[config.mk]
export PLATFORM = sky130hd
export DESIGN_NAME = sum_acc_flat
export DESIGN_NICKNAME = d
export VERILOG_FILES = /design/src/rtl/sum_acc_if.sv /design/src/rtl/sum_acc.sv /design/src/flat_wrapper.sv
export SDC_FILE = /design/constraint.sdc
export NUM_CORES = 1
export LEC_CHECK = 0
export ABC_AREA = 1
export CAP_MARGIN = 20
export CORE_UTILIZATION = 43
export DETAILED_ROUTE_END_ITERATION = 8
export GPL_TIMING_DRIVEN = 1
export PLACE_DENSITY = 0.72
export REMOVE_ABC_BUFFERS = 1
export SYNTH_ARGS = -nofsm -noshare
export SYNTH_HDL_FRONTEND = slang
export SYNTH_SLANG_ARGS = --single-unit
[constraint.sdc]
create_clock -name clk -period 3 [get_ports clk]
set_input_delay 0.6 -clock clk [delete_from_list [all_inputs] [get_ports clk]]
set_output_delay 0.6 -clock clk [all_outputs]
set_load 0.1 [all_outputs]
[src/rtl/sum_acc_if.sv]
// Handshake bundle between the sum adder stage, sum_acc and the consumer of frame totals.
interface sum_acc_if #(
  parameter int WIDTH     = 4,
  parameter int ACC_WIDTH = 7
);
  logic [WIDTH:0]       data_in;
  logic                 in_valid;
  logic                 in_ready;
  logic                 clear;
  logic [ACC_WIDTH-1:0] acc_out;
  logic                 out_valid;
  logic                 out_ready;
  logic                 overflow;

  modport master (
    output data_in, in_valid, clear, out_ready,
    input  in_ready, acc_out, out_valid, overflow
  );

  modport slave (
    input  data_in, in_valid, clear, out_ready,
    output in_ready, acc_out, out_valid, overflow
  );
endinterface

[src/rtl/sum_acc.sv]
// Frame accumulator for the sum adder stage: sums COUNT {c_out, sum} terms and hands the total off.
// Define SUM_ACC_SAT_EN to saturate the accumulator instead of wrapping on overflow.
module sum_acc #(
  parameter int WIDTH     = 4,
  parameter int ACC_WIDTH = 7,
  parameter int COUNT     = 5
) (
  input logic      clk,
  input logic      rst_n,
  sum_acc_if.slave bus
);
  localparam int CNT_W = (COUNT > 1) ? $clog2(COUNT) : 1;
  localparam logic [CNT_W-1:0] LAST = CNT_W'(COUNT - 1);

  localparam logic [0:0] ST_ACC  = 1'b0;
  localparam logic [0:0] ST_HOLD = 1'b1;

  logic [0:0]           state;
  logic [CNT_W-1:0]     cnt;
  logic [ACC_WIDTH-1:0] acc;
  logic                 out_valid_q;
  logic                 overflow_q;
  logic                 accept;
  logic                 carry;
  logic [ACC_WIDTH-1:0] acc_next;

  assign bus.in_ready  = rst_n & (state == ST_ACC);
  assign bus.acc_out   = acc;
  assign bus.out_valid = out_valid_q;
  assign bus.overflow  = overflow_q;
  assign accept        = bus.in_valid & bus.in_ready;

  always_comb begin
    // NOTE: every always_comb output is fully assigned up front, so no path can infer a latch.
    {carry, acc_next} = {1'b0, acc} + {{(ACC_WIDTH - WIDTH){1'b0}}, bus.data_in};
`ifdef SUM_ACC_SAT_EN
    // All-ones plus any term carries again, so a saturated frame stays pinned.
    if (carry) acc_next = '1;
`endif
  end

  always_ff @(posedge clk) begin
    // NOTE: state registers use non-blocking assignment so every flop samples pre-edge values.
    if (!rst_n || bus.clear) begin
      state       <= ST_ACC;
      cnt         <= '0;
      acc         <= '0;
      out_valid_q <= 1'b0;
      overflow_q  <= 1'b0;
    end else if (state == ST_HOLD) begin
      // Total is held until the consumer takes it; the next frame starts one cycle later.
      if (bus.out_ready) begin
        state       <= ST_ACC;
        cnt         <= '0;
        acc         <= '0;
        out_valid_q <= 1'b0;
        overflow_q  <= 1'b0;
      end
    end else if (accept) begin
      acc <= acc_next;
      cnt <= cnt + 1'b1;
      if (carry) overflow_q <= 1'b1;
      if (cnt == LAST) begin
        state       <= ST_HOLD;
        out_valid_q <= 1'b1;
      end
    end
  end
endmodule

[src/flat_wrapper.sv]
// flat-port wrapper written by rule: the top's interface ports become plain ports
module sum_acc_flat 
#(
  parameter int WIDTH     = 4,
  parameter int ACC_WIDTH = 7,
  parameter int COUNT     = 5
)
  (clk, rst_n, bus_data_in, bus_in_valid, bus_clear, bus_out_ready, bus_in_ready, bus_acc_out, bus_out_valid, bus_overflow);
  sum_acc_if #(.WIDTH(WIDTH), .ACC_WIDTH(ACC_WIDTH)) bus_i ();
  input logic clk;
  input logic rst_n;
  input wire logic [$bits(bus_i.data_in)-1:0] bus_data_in;
  input wire logic [$bits(bus_i.in_valid)-1:0] bus_in_valid;
  input wire logic [$bits(bus_i.clear)-1:0] bus_clear;
  input wire logic [$bits(bus_i.out_ready)-1:0] bus_out_ready;
  output wire logic [$bits(bus_i.in_ready)-1:0] bus_in_ready;
  output wire logic [$bits(bus_i.acc_out)-1:0] bus_acc_out;
  output wire logic [$bits(bus_i.out_valid)-1:0] bus_out_valid;
  output wire logic [$bits(bus_i.overflow)-1:0] bus_overflow;
  assign bus_i.data_in = bus_data_in;
  assign bus_i.in_valid = bus_in_valid;
  assign bus_i.clear = bus_clear;
  assign bus_i.out_ready = bus_out_ready;
  assign bus_in_ready = bus_i.in_ready;
  assign bus_acc_out = bus_i.acc_out;
  assign bus_out_valid = bus_i.out_valid;
  assign bus_overflow = bus_i.overflow;
  sum_acc #(.WIDTH(WIDTH), .ACC_WIDTH(ACC_WIDTH), .COUNT(COUNT)) u_core (.clk(clk), .rst_n(rst_n), .bus(bus_i));
endmodule
==> results_dict.tcl <==
set metrics [dict create \
    dp_slack_ns 0.686 \
    drive_gt1_share_pct 18.9 \
    grt_max_degree 8 \
    synth_warnings 0 \
    wl_um 1430 \
    setup_viol 0 \
    route.vias.total 678 \
    h-tree-depth 1 \
    n_antenna_cell 0 \
    synth_cell_types 22 \
    status "finished, final reports clean" \
    worst_slew_pin_slew_ns 0.278 \
    drv_cap 0 \
    die_w_um 43.9 \
    final_cells 138 \
    slew_headroom_pct 81.6 \
    hold_violations 0 \
    gp_congestion 0.813 \
    cp-start-kind "input pin" \
    worstHoldPathType "flip-flop to flip-flop" \
    syn_to_final_growth_pct 29.7 \
    met1_usage_pct 22.2 \
    synth_mux_area_share_pct 0 \
    cts_resized 0 \
    period_needed_ns 2.17 \
    drc_errors 0 \
    cts_buffers 3 \
    grt_pass1_vias 638 \
    ctsLongestPathBuffers 2 \
    post-dp-hpwl_um 1160 \
    core_region_area_sq_um 1580 \
    end_kind "output pin" \
    synth_xor_area_share_pct 2.33 \
    synth-simple-area-share_pct 28.2 \
    clock-sinks 13 \
    root_buffer "clkbuf_4" \
    worstPathArrival_ns 1.57 \
    slew_violations 0 \
    overflow 0 \
    dp.cells 134 \
    layout.nets 141 \
    die_h_um 43.9 \
    synth_top_area_share_pct 34.6 \
    synth_compound_area_share_pct 11.8 \
    final_common_cell "nand2_1" \
    port_buffers 19 \
    ys_seq_area_share_pct 34.6 \
    cts_tree "yes" \
    die-area_sq_um 1920 \
    fin_worst_skew_ns 0.00382 \
    ant_nets 0 \
    cpPeakStageDelay_ns 0.52 \
    placementRows 14 \
    layout_setup_ws_ns 0.830 \
    vias_per_cell 4.91 \
    use_met3_pct 6.25 \
    grt.total_usage_pct 17.8 \
    crit_type "input pin to output pin" \
    p_leak_nw 0.437 \
    setup_tns_ns 0 \
    rsz0062_at_grt "no" \
    critPathSlowestCell "clkdlybuf4s50_1" \
    synth_area_per_cell_sq_um 7.61 \
    hold_buffers 0 \
    ys_top_cells_by_area "dfxtp_1 (35%), ha_1 (12%), nand2_1 (11%)" \
    hold_ws_ns 0.457 \
    wl_per_cell_um 10.3 \
    path_max_fanout 2 \
    crit_family "buffers and inverters" \
    crit_chain "clkdlybuf4s50_1 > inv_1 > nor2_1 > buf_12" \
    synth_top_family_by_area "simple AND/OR/NAND/NOR gates" \
    period_share_pct 72.3 \
    drtIter0Drc 15 \
    power_w 0.000352 \
    layout_common_cells "nand2_1 (22), inv_1 (15), dfxtp_1 (13)" \
    ys_ff_latch 13 \
    power_density_nw_per_um2 360 \
    synth_cells 99 \
    grt_busiest_layer "met2" \
    grt_pass1_wl_um 2570 \
    clk_latency_ns 0.27 \
    synth_area_sq_um 753 \
    post_cts_buffers 0 \
    path_clk_slew_ns 0.07 \
    yosys.area.top_type "dfxtp_1" \
    required_ns 2.40 \
    firstDrtPassIters 4 \
    vdd_ir_drop_max_uv 239 \
    ios 20 \
    synthAdderAreaFrac_pct 14.3 \
    path_buf_inv 3 \
    fmax_mhz 461 \
    initial_core_util_pct 47.8 \
    antenna_found_initial 0 \
    met2_usage_pct 29.9 \
]
==> cell families (layout without fill, tap and decap cells) <==
family / count (synthesis) / count (layout)
XOR/XNOR: 2 / 2
adder cells (fa/ha/maj): 8 / 8
flip-flops: 13 / 13
AO/OA/AOI/OAI: 16 / 16
buffers and inverters: 17 / 40
AND/OR/NAND/NOR: 43 / 43
==> layout make-up <==
class	count	area, sq um
flip-flops and latches	13	260
clock buffers	4	26.3
multi-input cells	69	427
inverters	17	66.3
well taps	16	20.0
repair buffers	19	178
fillers	135	599
==> cells in the mapped netlist <==
| master | number |
|---|---|
| nor2_4 | 1 |
| nor2_2 | 1 |
| o22ai_1 | 1 |
| xnor2_1 | 1 |
| inv_4 | 1 |
| nand3b_1 | 2 |
| or2_2 | 1 |
| o21ai_0 | 1 |
| nand2_4 | 1 |
| nand2_1 | 22 |
| nor2_1 | 7 |
| a21oi_1 | 12 |
| nand3_4 | 1 |
| dfxtp_1 | 13 |
| ha_1 | 7 |
| inv_2 | 1 |
| nand2_2 | 1 |
| inv_1 | 15 |
| nand3_1 | 6 |
| xor2_1 | 1 |
| a21oi_2 | 2 |
| fa_1 | 1 |
==> path summary, 6_finish.rpt <==
kind | startpoint | end | slack (ns) | cells after the start
worst max register to register | u_core.bus.acc_out[0]$_SDFFE_PP0P_ | u_core.bus.acc_out[6]$_SDFFE_PP0P_ | 1.36 | 11
worst min register to register | u_core.bus.out_valid$_SDFFE_PP0P_ | u_core.bus.out_valid$_SDFFE_PP0P_ | 0.46 | 2
worst max-delay path | rst_n | bus_in_ready | 0.83 | 4
worst min-delay path | u_core.bus.out_valid$_SDFFE_PP0P_ | u_core.bus.out_valid$_SDFFE_PP0P_ | 0.46 | 2
==> where the power goes <==
part / internal [W] / switching (W) / leakage [nW]
Clock: 0.0000515 / 0.0000534 / 0.0150
Combinational: 0.0000274 / 0.0000432 / 0.317
Sequential: 0.000175 / 0.00000189 / 0.105
Total: 0.000254 / 0.0000985 / 0.437
==> flip-flops by register name, indices dropped and copies added (netlist names) <==
name	cells
u_core.cnt	3
u_core.bus.out_valid	1
u_core.state	1
u_core.bus.overflow	1
u_core.bus.acc_out	7
==> stage by stage <==
stage	utilization [%]	cell area [sq um]
2_1_floorplan	-	753
3_3_place_gp	60.3	951
3_5_place_dp	60.3	951
4_1_cts	62.0	977
5_1_grt	62.0	977
6_report	62.0	977
==> worst register-to-register path, delay by kind of cell, from the launching register on <==
kind / cells / cell delay [ns]
flip-flops: 1 / 0.37
AND/OR/NAND/NOR: 7 / 0.46
adder cells (fa/ha/maj): 2 / 0.58
buffers and inverters: 2 / 0.13
==> routing by layer <==
metal	wire [um]	share of wire [%]	up-vias
li1	-	-	366
met1	739	52	298
met2	611	43	12
met3	60	4.2	2
met4	13	0.91	0
met5	0	0	-
Note: power is estimated with default switching activity, not from simulation.
